### src/rtl/mem_arb_pkg.sv
// rtl/mem_arb_pkg.sv - shared types for the main-RAM arbiter
package mem_arb_pkg;

  typedef enum logic [1:0] {
    FREE   = 2'd0,
    BUSY   = 2'd1,
    ACCESS = 2'd2,
    ERROR  = 2'd3
  } ramstate_t;

  typedef enum logic [1:0] {
    IDLE   = 2'd0,
    LOCK_I = 2'd1,
    LOCK_D = 2'd2
  } arb_state_t;

  localparam int WORD_W = 32;
  typedef logic [WORD_W-1:0] word_t;

endpackage

### src/rtl/arb_fairness_counter.sv
// rtl/arb_fairness_counter.sv - counts data wins over a pending fetch, raises force_i at STARVE_MAX
module arb_fairness_counter #(
  parameter int STARVE_MAX = 4
) (
  input  logic clk,
  input  logic resetn,
  input  logic ireq,
  input  logic done_i,
  input  logic done_d,
  output logic force_i
);

  localparam logic [3:0] SMAX = 4'(STARVE_MAX);

  logic [3:0] scnt;

  always_ff @(posedge clk) begin
    if (!resetn) begin
      scnt <= '0;
    end else if (!ireq || done_i) begin
      scnt <= '0;
    end else if (done_d && scnt != SMAX) begin
      scnt <= scnt + 4'd1;
    end
  end

  assign force_i = ireq && (scnt == SMAX);

endmodule

### src/rtl/mem_arbiter.sv
// rtl/mem_arbiter.sv - fetch/data arbiter for the single-ported main RAM
// Optional MEM_ARB_STATS_EN adds completion and starvation-override counters.
module mem_arbiter
  import mem_arb_pkg::*;
#(
  parameter int STARVE_MAX = 4,
  parameter int ADDR_W     = 32
) (
  input  logic              CLK,
  input  logic              nRST,
  input  logic              iREN,
  input  logic [ADDR_W-1:0] iaddr,
  output logic              iwait,
  output logic [ADDR_W-1:0] iload,
  input  logic              dREN,
  input  logic              dWEN,
  input  logic [ADDR_W-1:0] daddr,
  input  logic [ADDR_W-1:0] dstore,
  output logic              dwait,
  output logic [ADDR_W-1:0] dload,
  output logic              ramREN,
  output logic              ramWEN,
  output logic [ADDR_W-1:0] ramaddr,
  output logic [ADDR_W-1:0] ramstore,
  input  logic [ADDR_W-1:0] ramload,
  input  logic [1:0]        ramstate
`ifdef MEM_ARB_STATS_EN
  ,
  output word_t             igrant_cnt,
  output word_t             dgrant_cnt,
  output word_t             starve_cnt
`endif
);

  ramstate_t  rs;
  arb_state_t state, state_next;
  logic dreq, force_i, grant_i, grant_d, done_i, done_d, hold;

  assign rs     = ramstate_t'(ramstate);
  assign dreq   = dREN | dWEN;
  assign done_i = grant_i && (rs == ACCESS);
  assign done_d = grant_d && (rs == ACCESS);
  assign hold   = (rs == FREE) || (rs == BUSY);

  arb_fairness_counter #(.STARVE_MAX(STARVE_MAX)) u_fair (
    .clk     (CLK),
    .resetn  (nRST),
    .ireq    (iREN),
    .done_i  (done_i),
    .done_d  (done_d),
    .force_i (force_i)
  );

  always_ff @(posedge CLK) begin
    if (!nRST) state <= IDLE;
    else       state <= state_next;
  end

  // In a LOCK state the grant simply follows the owner's request, so one rule covers every state.
  always_comb begin
    grant_i    = 1'b0;
    grant_d    = 1'b0;
    state_next = IDLE;
    case (state)
      IDLE: begin
        grant_d = dreq && !force_i;
        grant_i = !grant_d && iREN;
      end
      LOCK_I:  grant_i = iREN;
      LOCK_D:  grant_d = dreq;
      default: ;
    endcase
    if (grant_d && hold)      state_next = LOCK_D;
    else if (grant_i && hold) state_next = LOCK_I;
  end

  always_comb begin
    ramREN   = 1'b0;
    ramWEN   = 1'b0;
    ramaddr  = '0;
    ramstore = '0;
    if (nRST) begin
      if (grant_d) begin
        ramREN   = dREN & ~dWEN;
        ramWEN   = dWEN;
        ramaddr  = daddr;
        ramstore = dstore;
      end else if (grant_i) begin
        ramREN  = 1'b1;
        ramaddr = iaddr;
      end
    end
  end

  assign iwait = !nRST || (iREN && !done_i);
  assign dwait = !nRST || (dreq && !done_d);
  assign iload = ramload;
  assign dload = ramload;

`ifdef MEM_ARB_STATS_EN
  always_ff @(posedge CLK) begin
    if (!nRST) begin
      igrant_cnt <= '0;
      dgrant_cnt <= '0;
      starve_cnt <= '0;
    end else begin
      if (done_i) igrant_cnt <= igrant_cnt + 32'd1;
      if (done_d) dgrant_cnt <= dgrant_cnt + 32'd1;
      if (state == IDLE && force_i && dreq) starve_cnt <= starve_cnt + 32'd1;
    end
  end
`endif

endmodule

### config.mk
export PLATFORM = sky130hd
export DESIGN_NAME = mem_arbiter
export DESIGN_NICKNAME = d
export VERILOG_FILES = /design/src/rtl/mem_arb_pkg.sv /design/src/rtl/arb_fairness_counter.sv /design/src/rtl/mem_arbiter.sv
export SDC_FILE = /design/constraint.sdc
export NUM_CORES = 1
export LEC_CHECK = 0
export CORE_AREA = 4 4 100 102
export CTS_BUF_LIST = sky130_fd_sc_hd__clkbuf_4 sky130_fd_sc_hd__clkbuf_8 sky130_fd_sc_hd__clkbuf_16
export DETAILED_ROUTE_END_ITERATION = 8
export DIE_AREA = 0 0 104 106
export DONT_BUFFER_PORTS = 1
export HOLD_SLACK_MARGIN = 0.06
export SKIP_CTS_REPAIR_TIMING = 1
export SLEW_MARGIN = 20
export SYNTH_ARGS = -nofsm -noshare
export SYNTH_HDL_FRONTEND = slang
export SYNTH_HIERARCHICAL = 1
export SYNTH_SLANG_ARGS = --single-unit
### constraint.sdc
create_clock -name CLK -period 7.45 [get_ports CLK]
set_input_delay 0.3725 -clock CLK [delete_from_list [all_inputs] [get_ports CLK]]
set_output_delay 0.3725 -clock CLK [all_outputs]
set_load 0.05 [all_outputs]
## Word level (Yosys, flattened, before mapping)

Cells that the tools add are included.

| storage, ports and cells | value |
|---|---|
| register bits | 6 |
| input port bits | 135 |
| output and inout bits | 132 |
| logic and storage cells | 52 |

| operators by class | value |
|---|---|
| $add $sub $neg | 1 |
| eq/ne operators | 6 |
| multiplexer cells | 14 |
| bitwise operators | 4 |
| reductions and logical operators | 24 |

Operators with widths:

| cell | number |
|---|---|
| two-way mux 32 bit | 5 |
| logical AND 1 bit | 10 |
| logical NOT 1 bit | 6 |
| two-way mux 1 bit | 6 |
| adder 4 x 1 -> 4 bit (second input constant) | 1 |
| equality test 2 x 1 -> 1 bit (second input constant) | 2 |
| equality test 2 bit (second input constant) | 2 |
| equality test 4 x 3 -> 1 bit (second input constant) | 1 |
| logical NOT 2 bit | 2 |
| logical OR 1 bit | 4 |
| != test 4 x 3 -> 1 bit (second input constant) | 1 |
| one-hot mux 1 bit (2 select lines) | 2 |
| OR reduction 2 bit | 2 |
| two-way mux 2 bit | 1 |
| NOT 1 bit | 2 |
| bitwise AND 1 bit | 1 |
| bitwise OR 1 bit | 1 |

## Depth between registers and ports, before layout

| logic depth | value |
|---|---|
| depth in word-level cells | 11 |
| depth in mapped cells | 9 |
| mapped depth without buffers | 9 |

## Modules after synthesis

Netlist, hierarchy kept.

By module, submodules not included:

| module | instances | cells an instance | area an instance (µm²) | sequential area each (µm²) |
|---|---|---|---|---|
| mem_arbiter | 1 | 160 | 1,227.4 | 40.0 |
| arb_fairness_counter | 1 | 28 | 221.5 | 80.1 |

## Worst setup path after synthesis

Ideal clock, no wire load.

| timing path | value |
|---|---|
| kind | register to output |
| start | reg u_fair.scnt[0] |
| end | out ramREN |
| arrival | 2.796 ns |
| required time | 7.078 ns |
| path slack | 4.282 ns |
| cell stages (with the launch flop) | 8 |
| buffers on the path | 0 |
| path through | dfxtp_1 inv_1 ha_1 and3b_1 and2_1 nor2b_4 or3b_2 a221oi_1 |

| between the ends | value |
|---|---|
| longest elaborated chain between the ends | 10 |
| elaborated cells between the ends (all ways) | 11 |
| classes of those cells | eq/ne (1); mux (5); reduce/logical (5) |

RTL lines:

| what | line | RTL |
|---|---|---|
| from (decl) | arb_fairness_counter.sv:15 | `logic [3:0] scnt;` |
| from (signal assigned) | arb_fairness_counter.sv:23 | `scnt <= scnt + 4'd1;` |
| equality test 4 x 3 -> 1 bit * | arb_fairness_counter.sv:27 | `assign force_i = ireq && (scnt == SMAX);` |
| logical AND 1 bit * | arb_fairness_counter.sv:27 |  |
| net force_i | mem_arbiter.sv:37 | `logic dreq, force_i, grant_i, grant_d, done_i, done_d, hold;` |
| logical NOT 1 bit * | mem_arbiter.sv:66 | `grant_d = dreq && !force_i;` |
| logical AND 1 bit * | mem_arbiter.sv:66 |  |
| logical NOT 1 bit | mem_arbiter.sv:67 | `grant_i = !grant_d && iREN;` |
| logical AND 1 bit | mem_arbiter.sv:67 |  |
| one-hot mux 1 bit (2 select lines) | mem_arbiter.sv:64 | `case (state)` |
| two-way mux 1 bit | mem_arbiter.sv:88 | `end else if (grant_i) begin` |
| two-way mux 1 bit * | mem_arbiter.sv:83 | `if (grant_d) begin` |
| two-way mux 1 bit * | mem_arbiter.sv:82 | `if (nRST) begin` |
| to (decl) | mem_arbiter.sv:21 | `output logic ramREN,` |

Mark *: on every way through the listed nets, which the timed path passes. The rest lies on a longest branch.

## Final worst setup path

| timing path | value |
|---|---|
| start | reg u_fair.scnt[0] |
| end | out ramaddr[9] |

| between the ends | value |
|---|---|
| longest elaborated chain between the ends | 10 |
| elaborated cells between the ends (all ways) | 11 |
| classes of those cells | eq/ne (1); mux (5); reduce/logical (5) |

RTL lines:

| what | line | RTL |
|---|---|---|
| equality test 4 x 3 -> 1 bit * | arb_fairness_counter.sv:27 |  |
| logical AND 1 bit * | arb_fairness_counter.sv:27 |  |
| net force_i | mem_arbiter.sv:37 |  |
| logical NOT 1 bit * | mem_arbiter.sv:66 |  |
| logical AND 1 bit * | mem_arbiter.sv:66 |  |
| logical NOT 1 bit | mem_arbiter.sv:67 |  |
| logical AND 1 bit | mem_arbiter.sv:67 |  |
| one-hot mux 1 bit (2 select lines) | mem_arbiter.sv:64 |  |
| two-way mux 32 bit | mem_arbiter.sv:88 |  |
| two-way mux 32 bit * | mem_arbiter.sv:83 |  |
| two-way mux 32 bit * | mem_arbiter.sv:82 |  |
| to (decl) | mem_arbiter.sv:23 | `output logic [ADDR_W-1:0] ramaddr,` |

Marks and branches as above.

==> flow_results.org <==
** Outcome
- Status :: completed

** Worst setup path
- CP Buf/Inv Count :: 3
- The worst setup path is of the reg2out kind.
- Critical path's largest stage delay :: 0.52 ns
- At the worst endpoint, the arrival time is 3.05 ns.
- The kind of cell with the highest combined delay along the critical path is simple AND/OR/NAND/NOR gates.
- Largest driver fanout on the critical path :: 40
- The worst setup path is captured at an output port.
- The largest individual stage delay along the critical path comes from the cell sky130_fd_sc_hd__a22o_1.
- Required time worst endpoint :: 7.08 ns
- STA classifies the critical path startpoint as a register.
- Walking the worst path, the cells encountered are inv_1 -> ha_1 -> and3b_1 -> and2_1 -> nor2b_4 -> nor4_4 -> buf_6 -> buf_4 -> a22o_1.

** STA
- Of the available clock period, the critical path in the final layout requires 0.459.
- Setup repair after global routing left no endpoint under its margin.
- Clock skew on the completed layout was measured at 0.000726 ns.
- Measured against its own limit, the worst slew margin works out to 0.356.
- Total negative setup slack :: 0 ns
- For the finished layout, the period the worst path requires is about 3.4 ns.
- Final setup vio count :: 0
- Final Hold Vio Count :: 0
- Maximum clock frequency :: 292 MHz
- Max Transition Viols Final :: 0
- Transition time at the pin with the least slew margin :: roughly 0.96 ns

** Synth
- After synthesis the netlist holds a flip-flop and latch count of 6.
- Counting distinct cell types in the post-synthesis netlist gives 30.
- Yosys mapped a number of flops with a built-in enable equal to 0.
- Top_reg_cell synth :: sky130_fd_sc_hd__dfxtp_1
- Leading area contributor after synthesis :: sky130_fd_sc_hd__buf_4
- Count of warnings emitted by yosys :: 6
- Ranked by total cell area, the synthesized netlist is headed by sky130_fd_sc_hd__buf_4, sky130_fd_sc_hd__a22o_1, sky130_fd_sc_hd__and2_1.
- Averaged over all synthesized cells, the footprint is roughly 7.7 um2.
- Synthesis handed over a netlist of 188 instances.
- The share of the Yosys chip area taken by registers is 0.0829.
- Of the post-synthesis cell area, the dominant cell type holds 0.368.
- Post-Syn Nets :: 325
- Async set-reset flop share out of synthesis :: 0
- In this run the cell area of the synthesized design comes to between 1000 and 1500 um2.

** Floorplanning
- Floorplan die width :: 104 um
- For this configuration, the core starts out at a cell density of 0.159.
- Die Y-Extent :: 106 um
- Num ports :: 267
- Core area :: 9110 um2
- The die covers about 11,000 um2.
- After floorplanning, the core was divided into 35 placement rows.

** Clock network
- Number of buffers created by CTS :: 3
- CTS tree :: built
- In this run the number of H-tree levels came out at 1.
- Clock latency on the worst-skew pair, taken at its later pin, is 0.22 ns.
- The tree is rooted in a sky130_fd_sc_hd__clkbuf_8.
- The tree built by TritonCTS fans out to 6 sinks.
- Clock transition at the registers of the reported paths :: 0.04 ns
- Worst-case clock buffer depth :: 2

** Power
- In this run the power spent charging and discharging nets is about 110 uW.
- The share of total power dissipated in combinational logic is 0.588.
- Dividing total power by cell area gives a power density of 181 nW/um2.
- The share of total power dissipated in sequential elements is 0.170.
- The share of total power dissipated in the clock network is 0.242.
- The internal power of the cells totals roughly 86 uW.
- The design draws 198 uW.
- Worst VDD drop :: roughly 54 uV
- Of the total power, the share spent switching nets is 0.565.
- Total leakage power :: 0.000378 uW

** Global routing
- Global routing finished with a remaining overflow of 0.
- The number of antenna violations at the first check in global routing came to 0.
- All-Layer GR Usage :: 0.0645
- Global-route wire length before repair :: 5690 um
- Maximum number of pins on one net before global-route repair :: 41
- Number of global-route vias before repair :: roughly 1,100

** Cells and area
- In the layout the commonest cells are sky130_fd_sc_hd__and2_1, sky130_fd_sc_hd__a22o_1, sky130_fd_sc_hd__dfxtp_1.
- Of the cells placed in the final design, the portion with a size suffix greater than 1 is 0.0917.
- Post-route cell area :: approximately 1100 um2
- The repair_antennas step left the layout with diodes totalling 0.
- Number of fill cells in the layout :: 1,032
- The area growth from synthesis to layout is -24.4%.
- Most frequent standard cell in the layout excluding fill and tap cells :: sky130_fd_sc_hd__and2_1
- Non-Filler Instances :: about 230
- Net count of the finished layout :: 259

** Placement
- The count of buffers added on input and output ports is 0.
- Including well taps, the total number of placed cells is 227.
- Placer's final routability congestion estimate :: 0.691
- Summing all placed instances gives a cell area of roughly 1000 um2.
- Placed wire-length estimate :: 3800 um

** Routing
- Dividing the detail-routed wire length by the instance count gives between 15 and 20 um.
- Remaining routing DRC violations :: 0
- The detail route stage leaves a number of antenna-violating nets equal to 0.
- Routed vias :: 1,095
- Vias per inst :: between 4 and 5
- DRC violation total after the first TritonRoute iteration :: 54
- Final Routed Wirelength :: between 4000 and 5000 um
- The first detailed-routing pass took 4 iterations.

** Min path
- Worst hold path type :: in2reg

** Job
- Reported max-cap violation count :: 0
==> worst reg2reg max path, stage by stage, from the launching register on <==
cell                      delay (ns)
sky130_fd_sc_hd__dfxtp_1        0.37
sky130_fd_sc_hd__inv_1          0.08
sky130_fd_sc_hd__ha_1           0.24
sky130_fd_sc_hd__and3b_1        0.22
sky130_fd_sc_hd__and2_1         0.18
sky130_fd_sc_hd__nor2b_4        0.15
sky130_fd_sc_hd__nor4_1         0.71
sky130_fd_sc_hd__nand4_1        0.20
sky130_fd_sc_hd__or3_1          0.33
sky130_fd_sc_hd__a21oi_1        0.12
==> state kept, by name, indices dropped and copies added, names as in the netlist <==
register and flops:
u_fair/scnt 4, state 2
==> power groups by stage <==
stage	combinational, uW	clock (uW)	sequential [uW]
floorplan	206	0	33.9
global placement	116	0	34.0
detailed placement	116	0	34.0
CTS	116	49.7	33.6
global route	121	52.5	33.6
finish	116	47.9	33.6
==> final cells by class <==
| type | count | area [um2] | share of cell area |
|---|---|---|---|
| Sequential cell | 6 | 120 | 0.110 |
| Timing Repair Buffer | 3 | 26.3 | 0.0240 |
| Tap cell | 111 | 139 | 0.127 |
| Multi-Input combinational cell | 103 | 751 | 0.685 |
| Clock buffer | 3 | 41.3 | 0.0377 |
| Inverter | 5 | 18.8 | 0.0171 |
==> stage by stage <==
stage	hold slack [ns]	worst slack, ns	utilization
CTS	0.215	3.68	0.119
global route	0.212	3.82	0.120
finish	0.220	4.03	0.120
floorplan	0.444	4.28	-
detailed placement	0.447	3.92	0.114
global placement	0.446	4.02	0.114
==> cell usage after synthesis (all sizes together), types with 2 or more instances <==
master and instances:
o21ai 3, a21oi 5, nand3b 2, ha 2, dfxtp 6, nand3 3, nor4 2, nand2b 2
a22o 32, nor3 3, and2 33, nor2b 3, inv 5, nor2 3, buf 74
==> metal layers <==
layer / track usage / wire [um] / share of wire
met3: 0.0346 / 693 / 0.16
met4: 0.0494 / 212 / 0.049
met5: 0 / 0 / 0
met2: 0.101 / 1990 / 0.46
met1: 0.0647 / 1410 / 0.33
==> cell families (layout without fill, tap and decap cells) <==
family / after synthesis / count (layout) / share of synthesized area
DFF: 6 / 6 / 0.0829
AOI/OAI and AO/OA: 44 / 44 / 0.245
adders and majority gates: 2 / 2 / 0.0173
buffers and inverters: 79 / 11 / 0.400
and+or+nand+nor: 57 / 57 / 0.255
==> worst paths after layout <==
kind                                    start                     endpoint  slack, ns  depth (start not counted)
hold / removal                    ramstate[1]          state[1]$_SDFF_PN0_       0.22                          1
setup / recovery  u_fair/scnt[0]$_SDFFE_PP0P_                   ramaddr[9]       4.03                          9
setup reg to reg  u_fair/scnt[0]$_SDFFE_PP0P_  u_fair/scnt[3]$_SDFFE_PP0P_       4.79                          9
hold reg to reg   u_fair/scnt[3]$_SDFFE_PP0P_  u_fair/scnt[3]$_SDFFE_PP0P_       0.50                          2
No activity file was read; power rests on OpenSTA's default activity.
